### src/rtl/br_feedback_if.sv
// Resolution, predictor-feedback and redirect signals between execute and br_feedback.
interface br_feedback_if;
  logic        res_valid;
  logic        res_ready;
  logic        res_is_br;
  logic [31:0] res_pc;
  logic        res_taken;
  logic [31:0] res_target;
  logic        res_pred_taken;
  logic [31:0] res_pred_target;
  logic        upd_ena;
  logic        fb_ena;
  logic        fb_taken_stat;
  logic [31:0] fb_pc;
  logic        mp_valid;
  logic [31:0] mp_target;

  // Execute/predictor side: drives resolutions and the update window.
  modport master (
    output res_valid, res_is_br, res_pc, res_taken, res_target,
           res_pred_taken, res_pred_target, upd_ena,
    input  res_ready, fb_ena, fb_taken_stat, fb_pc, mp_valid, mp_target
  );

  // br_feedback side.
  modport slave (
    input  res_valid, res_is_br, res_pc, res_taken, res_target,
           res_pred_taken, res_pred_target, upd_ena,
    output res_ready, fb_ena, fb_taken_stat, fb_pc, mp_valid, mp_target
  );
endinterface

### src/rtl/br_feedback.sv
// Branch resolution feedback: queues conditional-branch outcomes for predictor
// training, raises a one-cycle redirect on mispredicts and keeps statistics.
module br_feedback #(
  parameter int unsigned FIFO_DEPTH = 4,
  parameter int unsigned CNT_W      = 32
) (
  input  logic             clk,
  input  logic             rst,
  br_feedback_if.slave     bus,
  output logic [CNT_W-1:0] stat_br,
  output logic [CNT_W-1:0] stat_mp
);

  localparam int unsigned PTR_W = (FIFO_DEPTH > 1) ? $clog2(FIFO_DEPTH) : 1;
  localparam int unsigned QCNT_W = PTR_W + 1;

  logic [31:0]           q_pc    [FIFO_DEPTH];
  logic [FIFO_DEPTH-1:0] q_taken;
  logic [PTR_W-1:0]      wr_ptr;
  logic [PTR_W-1:0]      rd_ptr;
  logic [QCNT_W-1:0]     count;

  logic        accept;
  logic        enq;
  logic        deq;
  logic        not_empty;
  logic [31:0] pc_plus4;
  logic [31:0] actual_next;
  logic [31:0] pred_next;
  logic        mispredict;

  // Handshake, queue view and next-PC comparison.
  always_comb begin
    not_empty         = (count != '0);
    bus.res_ready     = (count < QCNT_W'(FIFO_DEPTH));
    bus.fb_ena        = not_empty && bus.upd_ena;
    bus.fb_pc         = not_empty ? q_pc[rd_ptr] : 32'd0;
    bus.fb_taken_stat = not_empty ? q_taken[rd_ptr] : 1'b0;
    accept            = bus.res_valid && bus.res_ready;
    enq               = accept && bus.res_is_br;
    deq               = bus.fb_ena;
    pc_plus4          = bus.res_pc + 32'd4;
    actual_next       = bus.res_taken ? bus.res_target : pc_plus4;
    pred_next         = bus.res_pred_taken ? bus.res_pred_target : pc_plus4;
    mispredict        = accept && (actual_next != pred_next);
  end

  // Queue storage; entries are only visible through count, so no reset needed.
  always_ff @(posedge clk) begin
    if (enq) begin
      q_pc[wr_ptr]    <= bus.res_pc;
      q_taken[wr_ptr] <= bus.res_taken;
    end
  end

  // Pointers, occupancy, redirect pulse and saturating statistics.
  always_ff @(posedge clk) begin
    if (rst) begin
      wr_ptr        <= '0;
      rd_ptr        <= '0;
      count         <= '0;
      bus.mp_valid  <= 1'b0;
      bus.mp_target <= 32'd0;
      stat_br       <= '0;
      stat_mp       <= '0;
    end else begin
      if (enq) wr_ptr <= wr_ptr + PTR_W'(1);
      if (deq) rd_ptr <= rd_ptr + PTR_W'(1);
      case ({enq, deq})
        2'b10:   count <= count + QCNT_W'(1);
        2'b01:   count <= count - QCNT_W'(1);
        default: count <= count;
      endcase
      bus.mp_valid <= mispredict;
      if (mispredict) bus.mp_target <= actual_next;
      if (enq && (stat_br != '1)) stat_br <= stat_br + CNT_W'(1);
      if (mispredict && (stat_mp != '1)) stat_mp <= stat_mp + CNT_W'(1);
    end
  end

endmodule

### src/flat_wrapper.sv
// flat-port wrapper written by rule: the top's interface ports become plain ports
module br_feedback_flat 
#(
  parameter int unsigned FIFO_DEPTH = 4,
  parameter int unsigned CNT_W      = 32
)
  (clk, rst, stat_br, stat_mp, bus_res_valid, bus_res_is_br, bus_res_pc, bus_res_taken, bus_res_target, bus_res_pred_taken, bus_res_pred_target, bus_upd_ena, bus_res_ready, bus_fb_ena, bus_fb_taken_stat, bus_fb_pc, bus_mp_valid, bus_mp_target);
  br_feedback_if bus_i ();
  input  logic clk;
  input  logic rst;
  output logic [CNT_W-1:0] stat_br;
  output logic [CNT_W-1:0] stat_mp;
  input wire logic [$bits(bus_i.res_valid)-1:0] bus_res_valid;
  input wire logic [$bits(bus_i.res_is_br)-1:0] bus_res_is_br;
  input wire logic [$bits(bus_i.res_pc)-1:0] bus_res_pc;
  input wire logic [$bits(bus_i.res_taken)-1:0] bus_res_taken;
  input wire logic [$bits(bus_i.res_target)-1:0] bus_res_target;
  input wire logic [$bits(bus_i.res_pred_taken)-1:0] bus_res_pred_taken;
  input wire logic [$bits(bus_i.res_pred_target)-1:0] bus_res_pred_target;
  input wire logic [$bits(bus_i.upd_ena)-1:0] bus_upd_ena;
  output wire logic [$bits(bus_i.res_ready)-1:0] bus_res_ready;
  output wire logic [$bits(bus_i.fb_ena)-1:0] bus_fb_ena;
  output wire logic [$bits(bus_i.fb_taken_stat)-1:0] bus_fb_taken_stat;
  output wire logic [$bits(bus_i.fb_pc)-1:0] bus_fb_pc;
  output wire logic [$bits(bus_i.mp_valid)-1:0] bus_mp_valid;
  output wire logic [$bits(bus_i.mp_target)-1:0] bus_mp_target;
  assign bus_i.res_valid = bus_res_valid;
  assign bus_i.res_is_br = bus_res_is_br;
  assign bus_i.res_pc = bus_res_pc;
  assign bus_i.res_taken = bus_res_taken;
  assign bus_i.res_target = bus_res_target;
  assign bus_i.res_pred_taken = bus_res_pred_taken;
  assign bus_i.res_pred_target = bus_res_pred_target;
  assign bus_i.upd_ena = bus_upd_ena;
  assign bus_res_ready = bus_i.res_ready;
  assign bus_fb_ena = bus_i.fb_ena;
  assign bus_fb_taken_stat = bus_i.fb_taken_stat;
  assign bus_fb_pc = bus_i.fb_pc;
  assign bus_mp_valid = bus_i.mp_valid;
  assign bus_mp_target = bus_i.mp_target;
  br_feedback #(.FIFO_DEPTH(FIFO_DEPTH), .CNT_W(CNT_W)) u_core (.clk(clk), .rst(rst), .bus(bus_i), .stat_br(stat_br), .stat_mp(stat_mp));
endmodule
### config.mk
export PLATFORM = sky130hd
export DESIGN_NAME = br_feedback_flat
export DESIGN_NICKNAME = d
export VERILOG_FILES = /design/src/rtl/br_feedback_if.sv /design/src/rtl/br_feedback.sv /design/src/flat_wrapper.sv
export SDC_FILE = /design/constraint.sdc
export NUM_CORES = 1
export LEC_CHECK = 0
export ABC_AREA = 1
export BUFFER_PORTS_ARGS = -buffer_cell sky130_fd_sc_hd__buf_2
export CORE_MARGIN = 3
export CORE_UTILIZATION = 30
export DETAILED_ROUTE_END_ITERATION = 16
export PLACE_DENSITY = 0.61
export SYNTH_ARGS = -nofsm -noshare
export SYNTH_HDL_FRONTEND = slang
export SYNTH_SLANG_ARGS = --single-unit
### constraint.sdc
create_clock -name clk -period 3.13 [get_ports clk]
set_clock_uncertainty 0.1 [all_clocks]
set_input_delay 0 -clock clk [delete_from_list [all_inputs] [get_ports clk]]
set_output_delay 0 -clock clk [all_outputs]
set_load 0.01 [all_outputs]
==> results_dict.tcl <==
set metrics [dict create \
    outcome "finished, final reports clean" \
    slowest_stage "dlygate4sd3_1" \
    tritoncts "built" \
    synth.distinct_cells 40 \
    nFillCells 4653 \
    grt_use_total_pct 18.40 \
    vias 13700 \
    gp_congestion 0.9433 \
    cp_top_family "buffers and inverters" \
    synthTopCellsByCount "nand2_1, nor2_1, inv_1" \
    vdd_ir_drop_max_v 0.0003832 \
    utilization_pct 38.37 \
    drc 0 \
    h-tree-depth 1 \
    hold_class "input port to flop" \
    placement.cell_area_um2 15410 \
    clock_sinks 238 \
    p_switching_mw 2.938 \
    yosysSeqAreaShare_pct 45.12 \
    final_area_um2 17010 \
    post_cts_buffers 0 \
    post_drt_via_cell_ratio 4.828 \
    cp_slowest_stage_delay_ns 0.56 \
    cellPowerDensity_nw_per_um2 522.9 \
    routedWlPerCell_um 15.98 \
    ys.flop_type "edfxtp_1" \
    die_x_um 218.0 \
    yosysWarnings 0 \
    endpoint_kind "flop" \
    regArea_um2 6087 \
    syn_area_per_cell_um2 6.989 \
    path_clk_slew_ns 0.06 \
    synth_top_area_share_pct 29.39 \
    routed_wirelength_mm 45.34 \
    synth_edf_count 132 \
    ys_top_cells_by_area "edfxtp_1, dfxtp_1, nand2_1, nor2_1, nand3_1" \
    dp_cells 2715 \
    dp_slack_ns 0.2306 \
    synthMostInstantiatedCell "nand2_1" \
    placementRows 77 \
    first_pass_iters 5 \
    dieHeight_um 218.0 \
    hpwl_mm 32.78 \
    finalCritPeriodShare_pct 92.00 \
    numCtsBuffers 28 \
    worstSetupPathType "input port to flop" \
    synthesis.nets 2042 \
    worstPathMaxFanout 12 \
    grt_pass1_wl_mm 69.68 \
    p_int_mw 5.953 \
    switching_share_pct 33.04 \
    die_area_um2 47540 \
    gr-total-overflow 0 \
    slew_viol_final 0 \
    ys_async_sr_fraction_pct 0 \
    netlist_area_um2 13490 \
    grt_pass1_vias 12720 \
    clk_path_buf_depth 3 \
    hold_viol 0 \
    cp-start-kind "input port" \
    fin_cells 2837 \
    io_pins 235 \
    fin_crit_ns 2.879 \
    antenna_found_initial 7 \
    port-buffer-count 234 \
    drt_iter0_markers 1177 \
    crit_top_cell "nand2_1" \
    fin_nets 2335 \
    worst_pin_slew_ns 0.6982 \
    cap_violations 0 \
    syn2layout_area_growth_pct 26.08 \
    postRouteAntennaNets 0 \
    clockPowerShare_pct 34.3 \
    setup_slack_ns 0.2505 \
    seq_power_share_pct 40.3 \
    worstPathArrival_ns 3.23 \
    start_util_pct 30.43 \
    fmax_mhz 347.3 \
    rsz0062_at_grt "true" \
    core_area_um2 44320 \
    timing.hold.ws_ns 0.04219 \
    drive_gt1_share_pct 17.34 \
    critPathRequiredTime_ns 3.48 \
    synth_top_cell_by_area "edfxtp_1" \
    crit_buf_inv 5 \
    slew_headroom_pct 53.39 \
    crit_chain "dlygate4sd3_1 > buf_2 > nand2_1 > dlygate4sd3_1 > o21ai_0 > xnor2_1 > nor3_1 > nand3_1 > nor3_1 > buf_4 > nand3_2 > nand2_4 > buf_4 > nand2_1 > nand2_1 > nor2_1" \
    grt_max_degree 63 \
    ys_ff_latch 238 \
    insertion_delay_ns 0.54 \
    setup_violations 0 \
    p_leak_nw 7.527 \
    p_comb_share_pct 25.5 \
    synth_cells 1930 \
    multi_input_area_um2 6387 \
    cts_root_buf "clkbuf_16" \
]
power by group through the flow:
stage / clock network (mW) / logic, mW / registers, mW
after floorplan: 0 / 1.29 / 3.62
after global placement: 0 / 2.19 / 3.65
after detailed placement: 0 / 2.20 / 3.65
after CTS: 3.15 / 2.28 / 3.58
after global routing: 3.26 / 2.52 / 3.60
final: 3.05 / 2.26 / 3.58
metrics by stage:
step | total power [mW] | setup TNS (ns)
finish | 8.891 | 0
global route | 9.384 | -0.0007316
CTS | 9.007 | 0
detailed placement | 5.850 | 0
global placement | 5.831 | 0
floorplan | 4.905 | 0
final cells by class:
cell class / count / share of cell area, %
Timing Repair Buffer: 339 / 12.85
Antenna cell: 2 / 0.02943
Inverter: 196 / 4.326
Multi-Input combinational cell: 1420 / 37.56
Tap cell: 592 / 4.356
Clock inverter: 15 / 0.6328
Sequential cell: 238 / 35.80
Clock buffer: 35 / 4.451
worst register-to-register path, cell delays in order, from the launching register on:
cell      delay, ns
dfxtp_1        0.35
ha_1           0.22
inv_1          0.09
nor3_1         0.07
nand2_1        0.11
nor2_1         0.05
nand4_1        0.09
nand3_1        0.19
clkinv_1       0.23
nand4_1        0.17
nor2_1         0.24
nand2_1        0.17
nor2_2         0.27
nand2_1        0.10
o21ai_0        0.17
a21oi_1        0.06
layout by cell type (no fill, tap or decap), types with 4 or more instances in the layout:
cell           count
o21ai_1           13
buf_12             4
nand3_1          155
nand4_1           54
clkinv_2           7
clkbuf_16         28
xnor2_1            9
ha_1               8
o21ai_0          101
dfxtp_1          105
nand2_1          556
buf_4             31
nor2_2            12
nor4_1             6
inv_1            190
buf_2            234
nor2_4             7
dlygate4sd3_1     70
clkbuf_1           4
nor2_1           337
a21oi_1           60
edfxtp_1         132
nor3_1            27
or2_2             44
xor2_1             5
clkinv_1           6
nand2_2            4
path summary, 6_finish.rpt:
check | cells past startpoint | slack, ns | from | endpoint
setup / recovery | 16 | 0.25 | bus_res_taken | u_core.bus.mp_target[23]
hold / removal | 6 | 0.04 | bus_res_valid | u_core.stat_br[8]
setup reg to reg | 15 | 0.35 | u_core.stat_br[0] | u_core.stat_br[23]
hold reg to reg | 2 | 0.38 | u_core.bus.mp_target[13] | u_core.bus.mp_target[13]
what timing repair did:
action | CTS | global route
hold buffers | 70 | 0
endpoints found under the setup margin | 0 | 17
resized for setup | 0 | 7
endpoints found under the hold margin | 192 | 0
logic make-up (layout without fill, tap and decap cells):
family,count (synthesis),after routing,share of synthesized area [%]
compound gates,184,184,7.004
xor+xnor,14,14,0.9091
fa+ha+maj,9,9,0.8906
buf+inv,272,585,7.857
flops,238,238,45.12
other cells,0,2,0
simple gates,1213,1213,38.22
state kept, by name, indices dropped and copies added (netlist names), named ones only:
| register | flops |
|---|---|
| u_core.q_pc | 128 |
| u_core.bus.mp_target | 32 |
| u_core.stat_br | 32 |
| u_core.stat_mp | 32 |
| u_core.q_taken | 4 |
| u_core.count | 3 |
| u_core.rd_ptr | 2 |
| u_core.wr_ptr | 2 |
| u_core.bus.mp_valid | 1 |
routing by layer:
| layer | global-route usage [%] | vias up | share of wire [%] |
|---|---|---|---|
| met5 | 0 | - | 0.11 |
| met4 | 6.501 | 6 | 3.5 |
| met3 | 2.926 | 98 | 6.0 |
| met2 | 29.76 | 413 | 45 |
| met1 | 24.98 | 6351 | 45 |
| li1 | - | 6828 | - |
(Power assumes the default switching activity.)
